[src/rtl/dsp32_instr_fetch.sv]
// rtl/dsp32_instr_fetch.sv - DSP32 instruction fetch: port B reader, prefetch FIFO, redirect squash
module dsp32_instr_fetch #(
   parameter int                ADDR_W     = 11,
   parameter int                DATA_W     = 16,
   parameter int                FIFO_DEPTH = 4,
   parameter logic [ADDR_W-1:0] RESET_PC   = '0
) (
   input  logic              clk,
   input  logic              reset_n,
   input  logic              run,
   input  logic              redirect_valid,
   input  logic [ADDR_W-1:0] redirect_pc,
   output logic [ADDR_W-1:0] mem_adb,
   output logic              mem_ceb,
   output logic              mem_oceb,
   output logic              mem_wreb,
   output logic              mem_resetb,
   input  logic [DATA_W-1:0] mem_doutb,
   output logic              instr_valid,
   output logic [DATA_W-1:0] instr_data,
   output logic [ADDR_W-1:0] instr_pc,
   input  logic              instr_ready,
   output logic [ADDR_W-1:0] fetch_pc,
   output logic              idle
);
   localparam int PW = $clog2(FIFO_DEPTH);
   localparam int CW = PW + 1;

   typedef enum logic [1:0] {ST_IDLE, ST_FETCH, ST_DRAIN} state_t;

   state_t            state_q;
   logic [ADDR_W-1:0] fetch_pc_q;
   logic [ADDR_W-1:0] infl_pc_q;
   logic              inflight_q;
   logic              infl_epoch_q;
   logic              epoch_q;
   logic [DATA_W-1:0] data_q [FIFO_DEPTH];
   logic [ADDR_W-1:0] pc_q   [FIFO_DEPTH];
   logic [PW-1:0]     rd_ptr_q;
   logic [PW-1:0]     wr_ptr_q;
   logic [CW-1:0]     count_q;

   logic              issue;
   logic              push;
   logic              pop;
   logic              empty;
   logic [CW:0]       occupancy;

   // Reserve a FIFO slot for the in-flight read so its data always has room.
   assign empty     = (count_q == '0);
   assign occupancy = {1'b0, count_q} + {{CW{1'b0}}, inflight_q};
   assign issue     = reset_n && run && !redirect_valid && (occupancy < (CW+1)'(FIFO_DEPTH));
   assign push      = inflight_q && (infl_epoch_q == epoch_q);
   assign pop       = !empty && instr_ready;

   assign mem_adb     = fetch_pc_q;
   assign mem_ceb     = issue;
   assign mem_oceb    = 1'b1;
   assign mem_wreb    = 1'b0;
   assign mem_resetb  = 1'b0;
   assign fetch_pc    = fetch_pc_q;
   assign instr_valid = !empty;
   assign instr_data  = empty ? '0 : data_q[rd_ptr_q];
   assign instr_pc    = empty ? '0 : pc_q[rd_ptr_q];
   assign idle        = !reset_n || (!run && !inflight_q && empty && (state_q != ST_DRAIN));

   always_ff @(posedge clk or negedge reset_n) begin
      if (!reset_n) begin
         state_q      <= ST_IDLE;
         fetch_pc_q   <= RESET_PC;
         infl_pc_q    <= '0;
         inflight_q   <= 1'b0;
         infl_epoch_q <= 1'b0;
         epoch_q      <= 1'b0;
         rd_ptr_q     <= '0;
         wr_ptr_q     <= '0;
         count_q      <= '0;
         for (int i = 0; i < FIFO_DEPTH; i++) begin
            data_q[i] <= '0;
            pc_q[i]   <= '0;
         end
      end else begin
         inflight_q <= issue;
         if (issue) begin
            fetch_pc_q   <= fetch_pc_q + ADDR_W'(1);
            infl_pc_q    <= fetch_pc_q;
            infl_epoch_q <= epoch_q;
         end

         // Flush beats any same-cycle push or pop.
         if (redirect_valid) begin
            fetch_pc_q <= redirect_pc;
            epoch_q    <= ~epoch_q;
            rd_ptr_q   <= '0;
            wr_ptr_q   <= '0;
            count_q    <= '0;
         end else begin
            if (push) begin
               data_q[wr_ptr_q] <= mem_doutb;
               pc_q[wr_ptr_q]   <= infl_pc_q;
               wr_ptr_q         <= wr_ptr_q + PW'(1);
            end
            if (pop) begin
               rd_ptr_q <= rd_ptr_q + PW'(1);
            end
            case ({push, pop})
               2'b10:   count_q <= count_q + CW'(1);
               2'b01:   count_q <= count_q - CW'(1);
               default: count_q <= count_q;
            endcase
         end

         case (state_q)
            ST_IDLE:  if (run) state_q <= ST_FETCH;
            ST_FETCH: if (!run) state_q <= inflight_q ? ST_DRAIN : ST_IDLE;
            ST_DRAIN: state_q <= run ? ST_FETCH : ST_IDLE;
            default:  state_q <= ST_IDLE;
         endcase
      end
   end
endmodule

[config.mk]
export PLATFORM = sky130hd
export DESIGN_NAME = dsp32_instr_fetch
export DESIGN_NICKNAME = d
export VERILOG_FILES = /design/src/rtl/dsp32_instr_fetch.sv
export SDC_FILE = /design/constraint.sdc
export NUM_CORES = 1
export LEC_CHECK = 0
export BUFFER_PORTS_ARGS = -buffer_cell sky130_fd_sc_hd__clkbuf_2
export CAP_MARGIN = 20
export CORE_ASPECT_RATIO = 0.5
export CORE_MARGIN = 2
export CORE_UTILIZATION = 45
export DETAILED_ROUTE_END_ITERATION = 16
export GPL_TIMING_DRIVEN = 0
export PLACE_DENSITY = 0.77
export SETUP_SLACK_MARGIN = 0.05
export SYNTH_ARGS = -nofsm -noshare
export SYNTH_HDL_FRONTEND = slang
export SYNTH_SLANG_ARGS = --single-unit
[constraint.sdc]
create_clock -name clk -period 2 [get_ports clk]
set_input_delay 0.1 -clock clk [delete_from_list [all_inputs] [get_ports clk]]
set_output_delay 0.1 -clock clk [all_outputs]
set_load 0.03 [all_outputs]
== Yosys cells after proc, flatten, opt, wreduce, memory -nomap -nowiden ==
Cells that the tools add are included.

* Reductions and logical operators: 23
* Order comparisons: 4
* Muxes and demuxes: 27
* Bitwise logic cells: 4
* Equal/unequal tests: 8
* Add/subtract/negate cells: 6

{| class="wikitable"
|+ Operator list
! operator !! count
|-
| $mux 11 || 6
|-
| $bwmux 64 || 1
|-
| $mux 16 || 4
|-
| $bwmux 44 || 1
|-
| $bmux 16 s2 || 1
|-
| $demux 16 s2 || 1
|-
| $bmux 11 s2 || 1
|-
| $demux 11 s2 || 1
|-
| $mux 2 || 7
|-
| $add 11x1->11 const B || 1
|-
| $logic_and 1x1->1 || 9
|-
| $ge 3x3->1 const B || 2
|-
| $ne 2x2->1 const B || 3
|-
| $not 2->3 || 2
|-
| $pmux 2 s3 || 1
|-
| $pmux 3 s2 || 1
|-
| $reduce_bool 2->1 || 3
|-
| $logic_not 1->1 || 5
|-
| $add 2x1->2 const B || 2
|-
| $add 3x1->4 || 1
|-
| $eq 2x1->1 const B || 2
|-
| $eq 2x2->1 const B || 2
|-
| $lt 4x3->1 const B || 1
|-
| $reduce_and 2->1 || 2
|-
| other kinds (11) || 12
|}

* Register bits after elaboration: 142
* Output and inout port bits: 55
* Logic and storage cells: 89
* Bits of input ports: 32

== Longest topological paths before layout ==
Gate-level depths: netlist (run 1).

* Depth after elaboration: 6
* Mapped depth: 8
* Gate-level depth less buffers: 6

== Worst setup path before layout (run 1) ==
No wires, ideal clock.

* Path kind: register to output
* Start point: register count_q[0]
* End point: output idle
* Path buffers: 1
* Arrival: 2.079 ns
* Slack: -0.179 ns
* Cell stages (with the launch flop): 4
* Data required time: 1.900 ns
* Path through: dfrtp_1 > or3_1 > clkbuf_1 > o41ai_1

* Cells in the longest elaborated chain, start to end: 4

{| class="wikitable"
|+ Ends and longest elaborated chain
! what !! line !! RTL
|-
| from (decl) || 41 || <nowiki>logic [CW-1:0] count_q;</nowiki>
|-
| from (signal assigned) || 107 || <nowiki>2'b10: count_q <= count_q + CW'(1);</nowiki>
|-
| from (signal assigned) || 108 || <nowiki>2'b01: count_q <= count_q - CW'(1);</nowiki>
|-
| from (signal assigned) || 109 || <nowiki>default: count_q <= count_q;</nowiki>
|-
| $logic_not 3->1 || 50 || <nowiki>assign empty = (count_q == '0);</nowiki>
|-
| $logic_and 1x1->1 (2 in series) || 65 || <nowiki>assign idle = !reset_n || (!run && !inflight_q && empty && (state_q != ST_DRAIN));</nowiki>
|-
| $logic_or 1x1->1 || 65 ||
|-
| to (decl) || 24 || <nowiki>output logic idle</nowiki>
|}

Every way passes these cells.

== Worst setup path after layout (run 1) ==
* Start point: register rd_ptr_q[0]
* End point: output instr_data[10]

* Cells in the longest elaborated chain, start to end: 5

{| class="wikitable"
|+ Ends and longest elaborated chain
! what !! line !! RTL
|-
| from (decl) || 39 || <nowiki>logic [PW-1:0] rd_ptr_q;</nowiki>
|-
| from (signal assigned) || 104 || <nowiki>rd_ptr_q <= rd_ptr_q + PW'(1);</nowiki>
|-
| $not 2->3 (implied by the code) || 63 || <nowiki>assign instr_data = empty ? '0 : data_q[rd_ptr_q];</nowiki>
|-
| $bmux 16 s2 || 63 ||
|-
| $mux 16 (implied by the code) (2 in series) || 63 ||
|-
| $mux 16 || 63 ||
|-
| to (decl) || 20 || <nowiki>output logic [DATA_W-1:0] instr_data,</nowiki>
|}

Every way passes these cells. The select of a mux whose other input is x is not followed.

==> results of run 1 <==
## registers in the layout, indices dropped and copies added (netlist names)
register / cells
rd_ptr_q: 2
data_q: 64
pc_q: 44
wr_ptr_q: 2
infl_epoch_q: 1
epoch_q: 1
state_q: 2
infl_pc_q: 11
count_q: 3
inflight_q: 1
fetch_pc: 11
## per-layer routing
metal / track usage / routed length (um)
met2: 0.344 / 8810
met5: 0 / 0
met3: 0.0474 / 768
met1: 0.262 / 7360
met4: 0.0730 / 404
## cell usage after synthesis, drive strengths merged
| library cell | instances | area (um2) |
|---|---|---|
| dfrtp | 142 | 3550 |
| mux2 | 109 | 1230 |
| nand2 | 44 | 175 |
| and2 | 28 | 175 |
| buf | 28 | 223 |
| mux4 | 27 | 608 |
| clkbuf | 10 | 37.5 |
| o21ai | 10 | 50.1 |
| inv | 8 | 30.0 |
| nand3 | 7 | 35.0 |
| a21oi | 6 | 30.0 |
| nor2 | 6 | 22.5 |
| ha | 5 | 62.6 |
| a221o | 4 | 40.0 |
| and3 | 4 | 26.3 |
| nor2b | 4 | 25.0 |
| nor3 | 4 | 20.0 |
| a21o | 3 | 22.5 |
| nand4 | 3 | 18.8 |
| nor3b | 3 | 33.8 |
| xnor2 | 3 | 26.3 |
| xor2 | 3 | 26.3 |
| a22oi | 2 | 15.0 |
| conb | 2 | 7.51 |
| o41ai | 2 | 17.5 |
| or3 | 2 | 12.5 |
| a21boi | 1 | 7.51 |
| a32oi | 1 | 8.76 |
| and4bb | 1 | 12.5 |
| fa | 1 | 20.0 |
| mux2i | 1 | 10.0 |
| nand2b | 1 | 6.26 |
| nor4b | 1 | 8.76 |
| o211ai | 1 | 7.51 |
| o21bai | 1 | 7.51 |
| o311ai | 1 | 8.76 |
| o31a | 1 | 8.76 |
| o31ai | 1 | 7.51 |
## layout make-up
| cell class | count | area (um2) | area share |
|---|---|---|---|
| flip-flops and latches | 142 | 3560 | 0.390 |
| multi-input cells | 294 | 3010 | 0.329 |
| repair buffers | 142 | 1370 | 0.150 |
| clock buffers | 23 | 478 | 0.0523 |
| plain buffers | 36 | 375 | 0.0411 |
| well taps | 198 | 248 | 0.0271 |
| clock inverters | 8 | 65.1 | 0.00712 |
| inverters | 8 | 30.0 | 0.00329 |
## worst max-delay path: stages, from the launching register on
cell and delay (ns):
dfrtp_2 0.41, buf_4 0.15, clkbuf_16 0.15, mux4_2 0.49
and2_1 0.18, buf_4 0.17
## metrics by stage
step	cells	TNS (ns)	area, um2
global placement	762	-280.34	7310
detailed placement	763	-14.63	7350
floorplan	482	0	6650
global route	851	-1.90	9140
finish	851	-0.565	9140
CTS	834	-0.983	8680
## power groups by stage
| stage | clock, W | sequential (W) | combinational (W) |
|---|---|---|---|
| global placement | 0 | 0.00383 | 0.00268 |
| detailed placement | 0 | 0.00386 | 0.00274 |
| floorplan | 0 | 0.00377 | 0.00198 |
| global route | 0.00314 | 0.00396 | 0.00438 |
| CTS | 0.00296 | 0.00384 | 0.00343 |
| finish | 0.00297 | 0.00390 | 0.00416 |
## kinds of logic after synthesis
family | after synthesis | share of synthesized area
DFF | 142 | 0.536
muxes | 137 | 0.278
and+or+nand+nor | 108 | 0.0862
buffers and inverters | 46 | 0.0438
AOI/OAI and AO/OA | 34 | 0.0349
adders and majority gates | 6 | 0.0124
xor gates and xnor gates | 6 | 0.00792
other | 2 | 0.00113
## worst max path at each step
stage,start,to,slack [ns]
finish,rd_ptr_q[0],instr_data[10],-0.07
global route,rd_ptr_q[0],instr_data[10],-0.11
CTS,rd_ptr_q[0],instr_data[12],-0.06
detailed placement,reset_n,mem_ceb,-0.56
global placement,reset_n,mem_ceb,-2.67
floorplan,count_q[0],count_q[2],0.10
## timing repair
action | 4_1_cts | 5_1_grt
resized for setup | 83 | 104
setup buffers | 8 | 12
hold buffers | 33 | 0
gates cloned | 1 | 5
pin swaps | 3 | 9
setup endpoints to repair | 120 | 121
endpoints found under the hold margin | 121 | 0
==> results.cfg, run 1 <==
[status]
status = finished with violations
violations = setup timing

[worst_hold_path]
hold_path_depth = 4
hold_path.class = in2reg
min_to = rd_ptr_q[1]
holdCritStartpoint = instr_ready

[logic_synthesis]
ys_warn_count = 0
synthCells = 481
ys_seq_area_frac = 0.536
synth_cell_types = 44
syn_area_per_cell_um2 = 13.8
ys_ff_latch = 142
synth_area_um2 = 6640

[power_and_ir_drop]
leakagePower_nw = 4.50
finalPower_w = 0.0110
clockPowerShare = 0.269
internal_power_w = 0.00747
p_sw_frac = 0.323
seq_power_share = 0.354
power_density_nw_per_um2 = 1210
p_switching_w = 0.00356
peakVddDrop_uv = 674
combPwrFrac = 0.377

[sta]
period_needed_ns = 2.07
post-route-period-util = 1.04
hold_viol_final = 0
fmax_mhz = 482
slew-limit-headroom = 0.557
rsz0062_at_grt = yes
maxSlewViolCount = 0
finalClockSkew_ns = 0.0117
fin_ws_ns = -0.0745
finalSetupViolations = 33
tightest_slew_ns = 0.664
hold_ws_ns = 0.102

[floorplanning]
start_util = 0.460
die-area_um2 = 15800
std_cell_rows = 31
ios = 87
die-height_um = 89.9
coreArea_um2 = 14400
die_w_um = 176

[finish]
most-common-layout-cells = dfrtp_1, mux2_2, clkbuf_2
antennaDiodeCount = 0
area.growth.synth_to_final_pct = 37.7
n_fill_cell = 993
final_util = 0.633
drive_gt1_frac = 0.538
layout.nets = 679
final_common_cell = dfrtp_1

[clock_network]
numClockSinks = 142
clockBufferDepth = 2
cts_buffers = 17
clock_latency_ns = 0.42
cts_root_buffer = clkbuf_16
cts_max_level = 4
path_clk_slew_ns = 0.05
cts_tree = built

[setup_path]
worstSetupStartpointType = flop
r2r_start = epoch_q
required_ns = 1.90
r2r_end = pc_q[42]
end_kind = output port
ff2ff_setup_slack_ns = -0.03
critPathMaxFanout = 5
reg2reg_depth = 7
worstPathArrival_ns = 1.97
critical_path_class = reg2out

[place]
dp_hpwl_um = 9080
place.gp.congestion = 0.769
io_buffers = 82
dp_slack_ns = -0.560

[route]
first_pass_iters = 5
remaining_drc_errors = 0
wl_per_cell_um = 20.4
vias = 4615
initialDrtViolationCount = 305
drtAntennaViolNets = 0
vias_per_cell = 5.42
drt-total-wl_um = 17300

[grt]
grt_max_degree = 51
overflow = 0
antenna_found_initial = 0
grt_use_total = 0.205
grt_pass1_vias = 4776
grt_pass1_wl_um = 24900

[job]
drv_cap = 0
Power figures use the tool's default switching activity.
==> run 2: changes to the inputs <==
CELL_PAD_IN_SITES_DETAIL_PLACEMENT = 0   (was not set)
CELL_PAD_IN_SITES_GLOBAL_PLACEMENT = 1   (was not set)
CORE_UTILIZATION = 43   (was 45)
PLACE_DENSITY = 0.86   (was 0.77)
SLEW_MARGIN = 20   (was not set)
==> run 2 against run 1 <==
Net effect:
- clock power grew 17%
- count of clock-buffer cells in the layout down 3
- the flow still finishes with violations (setup timing)
- non-clock buffer count fell by 4
- sequential power fell by 1%
- worst hold slack lost 0.011 ns
- via count fell by 4.4%
- critical path depth unchanged
- global-route usage down 1.1 points
- critical endpoint is now instr_data[6]
- largest power group is now registers
- wire length is 13% lower
- setup slack improved by 0.074 ns
- first-iteration DRC count is 40% lower
==> results.cfg, run 2 (synthesis results as in run 1) <==
[power_and_ir_drop]
finalPower_w = 0.0112
peakVddDrop_uv = 696
p_sw_frac = 0.300
p_switching_w = 0.00335
seq_power_share = 0.345
internal_power_w = 0.00781
leakagePower_nw = 4.43
clockPowerShare = 0.311
power_density_nw_per_um2 = 1220
combPwrFrac = 0.343

[route]
vias_per_cell = 5.17
vias = 4412
initialDrtViolationCount = 184
remaining_drc_errors = 0
drtAntennaViolNets = 0
first_pass_iters = 4
wl_per_cell_um = 17.7
drt-total-wl_um = 15100

[finish]
final_common_cell = dfrtp_1
finalNonFillerCells = 853
most-common-layout-cells = dfrtp_1, mux2_2, clkbuf_2
layout.nets = 675
area.growth.synth_to_final_pct = 37.6
drive_gt1_frac = 0.541
max_flop_register = data_q
reg.largest.list = data_q: 64 flops, pc_q: 44 flops
largest_reg_flops = 64
antennaDiodeCount = 0

[sta]
tightest_slew_ns = 0.692
finalClockSkew_ns = 0.00721
period_needed_ns = 2.00
hold_viol_final = 0
slew-limit-headroom = 0.539
post-route-period-util = 1.00
fin_ws_ns = -0.000615
rsz0062_at_grt = yes
hold_ws_ns = 0.0909
fmax_mhz = 500
maxSlewViolCount = 0
fin_setup_tns_ns = -0.000615
finalSetupViolations = 1

[job]
drv_cap = 0

[grt]
antenna_found_initial = 0
grt_pass1_wl_um = 24700
grt_use_total = 0.194
gr-usage-met3 = 0.0369
busiest_layer = met2
grt_use_met2 = 0.326
overflow = 0
met1_usage = 0.254
grt_max_degree = 56
grt_pass1_vias = 4713

[clock_network]
clock_latency_ns = 0.41
cts_buffers = 17
cts_root_buffer = clkbuf_16
path_clk_slew_ns = 0.06
clockBufferDepth = 2
cts_max_level = 4
cts_tree = built
numClockSinks = 142

[setup_path]
crit_end = instr_data[6]
cpMostUsedCell = buf_12
worstSetupStartpointType = flop
critPathMaxFanout = 8
critPathSlowestCell = mux4_2
setup.worst_path.start = rd_ptr_q[0]
reg2reg_depth = 5
r2r_end = count_q[2]
r2r_start = count_q[1]
worstPathArrival_ns = 1.90
ff2ff_setup_slack_ns = 0.11
crit_chain = buf_12, buf_12, mux4_2, and2_4, buf_8
required_ns = 1.90
end_kind = output port
slowest_delay_ns = 0.51
critical_path_class = reg2out

[place]
place.gp.congestion = 0.738
dp_hpwl_um = 9270
dp_slack_ns = -0.617
io_buffers = 82
placed_cells = 769

[status]
violations = setup timing
status = finished with violations

[floorplanning]
die-height_um = 91.8
coreArea_um2 = 15300
start_util = 0.435
die-area_um2 = 16500
std_cell_rows = 32
ios = 87
die_w_um = 180

[worst_hold_path]
hold_path.class = in2reg
==> run 2: cell types whose count changed in the layout (fill, tap and decap cells not counted), moves of 5 or more <==
cell,change
buf_12,-5
buf_4,-6
clkbuf_8,+11
mux2_2,+16
mux2_4,-16
==> run 2: routing by layer <==
layer  wire length (um)  part of all wire
met5                  0                 0
met4                238             0.016
met3                546             0.036
met2               7360              0.49
met1               6970              0.46
==> run 2: repair_timing <==
item / 4_1_cts / 5_1_grt
resized for setup: 123 / 35
hold endpoints to repair: 130 / 0
gates cloned: 3 / 0
setup endpoints to repair: 121 / 101
hold buffers: 33 / 0
pin swaps: 10 / 5
buffers inserted: 15 / 4
==> run 2: layout make-up <==
type / count / area, um2
buffer: 36 / 348
clock buffer: 20 / 467
clock inverter: 11 / 188
fill: 1152 / 6120
inverter: 8 / 30.0
multi-input combinational: 294 / 2930
sequential: 142 / 3560
tap: 204 / 255
timing repair buffer: 138 / 1350
==> run 2: worst min path at each step <==
stage,endpoint,slack [ns],depth (start not counted),startpoint
floorplan,count_q[0],-0.20,0,reset_n
global placement,fetch_pc[0],0.31,3,redirect_pc[0]
detailed placement,fetch_pc[8],0.10,1,reset_n
CTS,rd_ptr_q[1],0.07,4,instr_ready
global route,rd_ptr_q[1],0.15,4,instr_ready
finish,rd_ptr_q[1],0.09,4,instr_ready
==> run 2: power groups by stage <==
stage | logic [W] | registers (W) | clock network, W
5_1_grt | 0.00408 | 0.00394 | 0.00364
2_1_floorplan | 0.00198 | 0.00377 | 0
6_report | 0.00383 | 0.00385 | 0.00348
3_5_place_dp | 0.00273 | 0.00386 | 0
4_1_cts | 0.00366 | 0.00382 | 0.00353
3_3_place_gp | 0.00268 | 0.00383 | 0
==> run 2: critical path, delay by kind of cell, from the launching register on <==
family | cells | cell delay [ns]
simple gates | 1 | 0.18
flops | 1 | 0.39
buf+inv | 3 | 0.41
mux | 1 | 0.51
==> run 2: stage by stage <==
step	instance area, um2	util
4_1_cts	9050	0.593
3_3_place_gp	7320	0.480
2_1_floorplan	6650	-
5_1_grt	9130	0.599
3_5_place_dp	7350	0.482
6_report	9130	0.599
==> run 3: changes to the inputs <==
MAX_ROUTING_LAYER = met4   (was not set)
==> run 3 against run 2 <==
Net effect:
- count of clock-buffer cells in the layout unchanged
- highest routed layer unchanged
- fmax about the same
- clock skew about the same
- wire length about the same
- clock power about the same
- core utilization unchanged
- the run now ends clean
==> results.cfg, run 3 (synthesis results as in run 1) <==
[status]
status = finished clean

[finish]
most-common-layout-cells = dfrtp_1, mux2_2, clkbuf_2
antennaDiodeCount = 0
area.growth.synth_to_final_pct = 37.6
final_common_cell = dfrtp_1
drive_gt1_frac = 0.539
layout.nets = 675
max_flop_register = data_q
n_fill_cell = 1152
reg.largest.list = data_q: 64 flops, pc_q: 44 flops
finalNonFillerCells = 853
stdcell_area_um2 = 9130
largest_reg_flops = 64

[place]
io_buffers = 82
dp_hpwl_um = 9270
place_area_um2 = 7350
placed_cells = 769
place.gp.congestion = 0.747

[sta]
fmax_mhz = 500
tightest_slew_ns = 0.693
post-route-period-util = 1.00
finalClockSkew_ns = 0.00681
period_needed_ns = 2.00
slew-limit-headroom = 0.538
finalSetupViolations = 0
rsz0062_at_grt = yes
fin_setup_tns_ns = 0
maxSlewViolCount = 0
hold_viol_final = 0

[route]
vias = 4424
dr_wl_met2_um = 7380
wl_per_cell_um = 17.7
initialDrtViolationCount = 219
vias_per_cell = 5.19
drt-total-wl_um = 15100
wl_met3_um = 563
remaining_drc_errors = 0
drtAntennaViolNets = 0
first_pass_iters = 5
top_layer = met4
wl_met1_um = 6950

[clock_network]
clockBufferDepth = 2
path_clk_slew_ns = 0.06
cts_tree = built
cts_root_buffer = clkbuf_16
clock_latency_ns = 0.42
cts_buffers = 17
cts_max_level = 4
numClockSinks = 142

[power_and_ir_drop]
peakVddDrop_uv = 700
leakagePower_nw = 4.43
power_density_nw_per_um2 = 1220
finalPower_w = 0.0112

[setup_path]
worstPathArrival_ns = 1.90
slowest_delay_ns = 0.51
cpMostUsedCell = buf_12
crit_chain = buf_12, buf_12, mux4_2, and2_4, buf_8
end_kind = output port
critical_path_class = reg2out
path_buf_inv = 3
cp_top_family = multiplexers
critPathMaxFanout = 8
required_ns = 1.90
critPathSlowestCell = mux4_2
worstSetupStartpointType = flop

[floorplanning]
coreArea_um2 = 15300
die-area_um2 = 16500
die_w_um = 180
die-height_um = 91.8
ios = 87
start_util = 0.435
std_cell_rows = 32

[grt]
grt_max_degree = 56
overflow = 0
grt_use_total = 0.199
grt_pass1_wl_um = 24800
antenna_found_initial = 0
grt_pass1_vias = 4707

[worst_hold_path]
hold_path.class = in2reg

[job]
drv_cap = 0
[run 3: cell count changes in the layout (fill, tap and decap cells not counted)]
cell / before / now
inv_2: 1 / 0
inv_1: 7 / 8
[run 3: cell type report]
class,count,area [um2],share of cell area
inverters,8,30.0,0.00329
clock buffers,20,467,0.0511
multi-input cells,294,2930,0.321
well taps,204,255,0.0279
repair buffers,138,1350,0.148
flip-flops and latches,142,3560,0.390
clock inverters,11,188,0.0206
plain buffers,36,348,0.0381
[run 3: where the power goes]
part           leakage (nW)  internal [W]  switching [W]  total (W)
clock network         0.314       0.00230        0.00118    0.00348
logic                  2.23       0.00211        0.00173    0.00383
registers              1.89       0.00341       0.000445    0.00385
total                  4.43       0.00781        0.00335     0.0112
[run 3: routing by layer]
layer / GRT usage / vias up
met5: - / -
met4: 0.0725 / 0
met3: 0.0334 / 25
met2: 0.325 / 101
met1: 0.255 / 2268
li1: - / 2030
[run 3: timing repair]
action	CTS	global route
setup buffers	15	4
resized for setup	123	34
endpoints found under the hold margin	130	0
cloned	3	0
setup endpoints to repair	121	101
pin swaps	10	5
hold buffers	33	0
[run 3: through the flow]
step                setup slack [ns]  hold slack [ns]  utilization
floorplan                      0.103           -0.196            -
global placement               -2.67            0.312        0.480
detailed placement            -0.617            0.101        0.482
CTS                          -0.0299           0.0708        0.593
global route                 -0.0548            0.150        0.599
finish                      0.000795           0.0900        0.599
[run 3: worst register-to-register path, stage by stage, from the launching register on]
cell	delay, ns
dfrtp_2	0.43
o31ai_4	0.32
a21oi_4	0.09
fa_1	0.39
mux2i_1	0.19
mux2_2	0.36
[run 3: final timing paths]
path	start	to	slack (ns)	depth (start not counted)
max in group asynchronous	reset_n	pc_q[41]	0.71	5
worst min register to register	state_q[1]	state_q[1]	0.46	1
min in group asynchronous	reset_n	data_q[18]	0.38	4
worst min-delay path	instr_ready	rd_ptr_q[1]	0.09	4
worst max-delay path	rd_ptr_q[0]	instr_data[6]	0.0008	5
worst max register to register	count_q[1]	count_q[2]	0.11	5
